--- src/rtl/regfile_write_arbiter.sv ---
// rtl/regfile_write_arbiter.sv - round-robin arbiter sharing four register-file write ports among NUM_REQ requesters
// Optional feature macro: REGFILE_WARB_ADDR_CONFLICT_EN (suppress same-address grants within one cycle).
module regfile_write_arbiter #(
    parameter int NUM_REQ = 8,
    parameter int ADDR_W  = 7,
    parameter int DATA_W  = 64,
    parameter int MASK_W  = 8,
    localparam int PTR_W  = $clog2(NUM_REQ)
) (
    input  logic                      clock,
    input  logic                      reset_n,
    input  logic [NUM_REQ-1:0]        req_valid,
    output logic [NUM_REQ-1:0]        req_ready,
    input  logic [NUM_REQ*ADDR_W-1:0] req_addr,
    input  logic [NUM_REQ*DATA_W-1:0] req_data,
    input  logic [NUM_REQ*MASK_W-1:0] req_mask,
    output logic [3:0]                w_en,
    output logic [4*ADDR_W-1:0]       w_addr,
    output logic [4*DATA_W-1:0]       w_data,
    output logic [4*MASK_W-1:0]       w_mask,
    output logic [PTR_W-1:0]          rr_ptr_o
);

    localparam int NPORT = 4;

    logic [ADDR_W-1:0] in_addr [NUM_REQ];
    logic [DATA_W-1:0] in_data [NUM_REQ];
    logic [MASK_W-1:0] in_mask [NUM_REQ];

    logic [PTR_W-1:0]  rr_ptr_q, rr_ptr_d;
    logic [3:0]        w_en_q, w_en_d;
    logic [ADDR_W-1:0] w_addr_q [NPORT];
    logic [ADDR_W-1:0] w_addr_d [NPORT];
    logic [DATA_W-1:0] w_data_q [NPORT];
    logic [DATA_W-1:0] w_data_d [NPORT];
    logic [MASK_W-1:0] w_mask_q [NPORT];
    logic [MASK_W-1:0] w_mask_d [NPORT];

    logic [NUM_REQ-1:0] grant;
    logic [2:0]         scan_cnt;
    logic [PTR_W:0]     scan_sum;
    logic [PTR_W-1:0]   scan_idx;
    logic               scan_elig;

    for (genvar i = 0; i < NUM_REQ; i++) begin : g_unpack
        assign in_addr[i] = req_addr[i*ADDR_W +: ADDR_W];
        assign in_data[i] = req_data[i*DATA_W +: DATA_W];
        assign in_mask[i] = req_mask[i*MASK_W +: MASK_W];
    end

    // Scan from rr_ptr with wrap; the k-th winner lands on port k, unused ports hold.
    always_comb begin
        grant     = '0;
        w_en_d    = '0;
        rr_ptr_d  = rr_ptr_q;
        scan_cnt  = '0;
        scan_sum  = '0;
        scan_idx  = '0;
        scan_elig = 1'b0;
        for (int k = 0; k < NPORT; k++) begin
            w_addr_d[k] = w_addr_q[k];
            w_data_d[k] = w_data_q[k];
            w_mask_d[k] = w_mask_q[k];
        end
        for (int o = 0; o < NUM_REQ; o++) begin
            scan_sum = {1'b0, rr_ptr_q} + (PTR_W+1)'(o);
            if (scan_sum >= (PTR_W+1)'(NUM_REQ)) begin
                scan_sum = scan_sum - (PTR_W+1)'(NUM_REQ);
            end
            scan_idx  = scan_sum[PTR_W-1:0];
            scan_elig = req_valid[scan_idx] && (scan_cnt < 3'd4);
`ifdef REGFILE_WARB_ADDR_CONFLICT_EN
            // Ports below scan_cnt already carry this cycle's winners.
            for (int j = 0; j < NPORT; j++) begin
                if ((3'(j) < scan_cnt) && (w_addr_d[j] == in_addr[scan_idx])) begin
                    scan_elig = 1'b0;
                end
            end
`endif
            if (scan_elig) begin
                grant[scan_idx]             = 1'b1;
                w_en_d[scan_cnt[1:0]]       = 1'b1;
                w_addr_d[scan_cnt[1:0]]     = in_addr[scan_idx];
                w_data_d[scan_cnt[1:0]]     = in_data[scan_idx];
                w_mask_d[scan_cnt[1:0]]     = in_mask[scan_idx];
                scan_cnt                    = scan_cnt + 3'd1;
                rr_ptr_d = (scan_idx == PTR_W'(NUM_REQ-1)) ? '0 : scan_idx + PTR_W'(1);
            end
        end
    end

    assign req_ready = grant & {NUM_REQ{reset_n}};

    always_ff @(posedge clock or negedge reset_n) begin
        if (!reset_n) begin
            rr_ptr_q <= '0;
            w_en_q   <= '0;
            for (int k = 0; k < NPORT; k++) begin
                w_addr_q[k] <= '0;
                w_data_q[k] <= '0;
                w_mask_q[k] <= '0;
            end
        end else begin
            rr_ptr_q <= rr_ptr_d;
            w_en_q   <= w_en_d;
            for (int k = 0; k < NPORT; k++) begin
                w_addr_q[k] <= w_addr_d[k];
                w_data_q[k] <= w_data_d[k];
                w_mask_q[k] <= w_mask_d[k];
            end
        end
    end

    for (genvar k = 0; k < NPORT; k++) begin : g_pack
        assign w_addr[k*ADDR_W +: ADDR_W] = w_addr_q[k];
        assign w_data[k*DATA_W +: DATA_W] = w_data_q[k];
        assign w_mask[k*MASK_W +: MASK_W] = w_mask_q[k];
    end

    assign w_en     = w_en_q;
    assign rr_ptr_o = rr_ptr_q;

endmodule

--- config.mk ---
export PLATFORM = sky130hd
export DESIGN_NAME = regfile_write_arbiter
export DESIGN_NICKNAME = d
export VERILOG_FILES = /design/src/rtl/regfile_write_arbiter.sv
export SDC_FILE = /design/constraint.sdc
export NUM_CORES = 2
export LEC_CHECK = 0
export BUFFER_PORTS_ARGS = -buffer_cell sky130_fd_sc_hd__buf_2
export CORE_AREA = 2 2 382 384
export CTS_CLUSTER_DIAMETER = 200
export CTS_CLUSTER_SIZE = 24
export DETAILED_ROUTE_END_ITERATION = 8
export DIE_AREA = 0 0 384 386
export SLEW_MARGIN = 20
export SYNTH_ARGS = -nofsm -noshare
export SYNTH_HDL_FRONTEND = slang
export SYNTH_SLANG_ARGS = --single-unit
--- constraint.sdc ---
create_clock -name clock -period 9.96 [get_ports clock]
set_clock_uncertainty 0.05 [all_clocks]
set_input_delay 0.996 -clock clock [delete_from_list [all_inputs] [get_ports clock]]
set_output_delay 0.996 -clock clock [all_outputs]
set_load 0.005 [all_outputs]
==> impl_metrics.ini <==
[yosys]
ys_types = 76
yosysWarningCount = 0
synth_seq_cells = 323
yosysMostFrequentCell = mux2i_1
synth_edf_count = 0
avgSynthCellArea_um2 = 8.75
syn-num-nets = 6973
synth_area_leader_cell = mux2i_1
synth_area_um2 = 55100
synthArstFlopShare = 1.00
ys_top_cells_by_area = mux2i_1, mux4_2, dfrtp_1
synthTopCellsByCount = mux2i_1, clkbuf_1, nand2_1
synthCells = 6299
ys_seq_area_frac = 0.147
synth_top_cell_area_share = 0.175
synthFlopType = dfrtp_1

[clock_network]
clk_pin_slew_ns = 0.13
cts_buffers = 17
cts.sinks = 323
clk_latency_ns = 0.61
cts_root_buf = clkbuf_16
clock_path_buffers = 3
cts_tree = built
holdBufCountCts = 0
h-tree-depth = 1

[sta]
timing.final.hold_violations = 0
fmax_ghz = 0.106
period_share = 0.950
rsz0062_at_grt = false
setup-tns-final_ns = 0
final-max-slew-violation-count = 0
slew_headroom = 0.175
tightest_slew_ns = 1.24
min_period_ns = 9.46
setup_viol = 0

[route]
vias = 63607
drcViolationCount = 0
drtIter0Drc = 10307
detail-route-antenna-nets = 0
routed_via_density = 7.40
wl_per_cell_um = 35.6
drtPass1Iterations = 7
drt-total-wl_um = 306000

[status]
status = completed

[floorplan]
pin_count = 973
dieArea_um2 = 148000
placementRows = 140
die_x_um = 384
die_h_um = 386
core-area_um2 = 145000
initial_utilization = 0.382

[setup_path]
cp_num_cells = 24
worstPathCellList = ha_1, ha_1, inv_1, mux4_4, buf_6, ha_4, inv_1, mux2i_1, nand2_1, ha_1, a221oi_4, nand2_2, o21ai_0, ha_1, nand2_1, nand2_1, ha_1, nor2b_1, a211oi_2, mux2i_1, and2_1, o32ai_1, buf_4, buf_2
critPathLaunchType = register
reg2reg_depth = 19
arrival_ns = 8.41
crit_buf_inv = 5
required_ns = 8.91
endpoint_kind = output port
crit_family = adder cells
cp_max_fo = 48
crit_type = register to output port
cp_slowest_cell = dfrtp_4
crit_top_cell = ha_1
max_stage_delay_ns = 0.74

[layout]
finalNetCount = 7323
multi_input_area_um2 = 44100
seqCellArea_um2 = 8090
drive_gt1_frac = 0.309
syn2layout_area_growth_pct = 11.3
fillers = 14340

[global_route]
antenna_found_initial = 47
grt_pass1_vias = 60331
grt_overflow_total = 0
track_usage = 0.388
grt_pass1_wl_um = 428000
grt_max_degree = 160

[placement]
place_hpwl_um = 199000
place_congestion = 0.971
port_buffers = 972

[job]
drv_cap = 0

[min_path]
hp-class = input pin to async pin
[metal layers]
layer  wire length, µm  GRT usage  vias to the layer above
met4             21000      0.227                       36
met3             45500      0.146                     1299
met2            128000      0.566                     5854
li1                  -          -                    25475
met5               230    0.00455                        -
met1            111000      0.486                    30943
[stage by stage]
stage	hold WS [ns]	area, µm²	setup slack, ns	utilization	cells
after floorplan	0.650	55100	0.949	-	6299
after global placement	0.614	60700	1.01	0.420	8543
after detailed placement	0.585	60800	0.892	0.421	8544
after CTS	0.276	61200	0.202	0.424	8563
after global routing	0.303	61300	0.0362	0.424	8582
final	0.267	61400	0.499	0.425	8595
[final timing paths]
path                       slack, ns      endpoint   startpoint
max                             0.50  req_ready[4]  rr_ptr_o[0]
min                             0.27     w_mask[4]      reset_n
max reg2reg                     0.84    w_data[76]  rr_ptr_o[0]
min reg2reg                     0.64   rr_ptr_o[2]  rr_ptr_o[2]
max in group asynchronous       7.93   rr_ptr_o[2]      reset_n
min in group clock              0.64   rr_ptr_o[2]  rr_ptr_o[2]
[logic make-up (layout without fill, tap and decap cells)]
kind of cell,after synthesis,after routing,share of synthesized area
AOI/OAI and AO/OA,1980,1980,0.247
muxes,1787,1787,0.426
and+or+nand+nor,1377,1377,0.112
buffers and inverters,799,1149,0.0606
DFF,323,323,0.147
adders and majority gates,32,32,0.00740
xor gates and xnor gates,1,1,0.000159
other,0,29,0
[cell usage in the layout (no fill, tap or decap), types with 66 or more instances in the layout]
| master | count |
|---|---|
| o32ai_1 | 81 |
| dfrtp_1 | 320 |
| o22a_1 | 152 |
| mux4_2 | 403 |
| o21ai_0 | 180 |
| nand2_1 | 507 |
| o31ai_1 | 84 |
| or3_1 | 157 |
| o211ai_1 | 170 |
| and3_1 | 157 |
| a21oi_1 | 397 |
| a21o_1 | 77 |
| nor2_1 | 412 |
| o221ai_1 | 76 |
| a22oi_1 | 79 |
| o22ai_1 | 83 |
| mux2_2 | 409 |
| a31oi_1 | 156 |
| o21ai_1 | 66 |
| a211oi_1 | 167 |
| mux2i_1 | 966 |
| nand3_1 | 89 |
| buf_4 | 111 |
| buf_2 | 971 |
| a22o_1 | 82 |
[state kept, by name (all words and copies together), names as in the netlist]
name,flops
w_addr,28
rr_ptr_o,3
w_en,4
w_mask,32
w_data,256
[cell type report]
class | instances | share of cell area
clock buffer | 18 | 0.00699
timing repair buffer | 1105 | 0.0992
sequential | 323 | 0.132
antenna | 29 | 0.00118
tap | 1917 | 0.0391
multi-input combinational | 5177 | 0.719
inverter | 25 | 0.00216
clock inverter | 1 | 0.000265
[repair_timing]
item,CTS,global route
endpoints found under the hold margin,0,0
gates resized for setup,0,3
buffers inserted,0,3
setup endpoints to repair,0,8
Power is not shown: default switching activity piles up to over one toggle a cycle in this logic, so the estimate is an artifact.
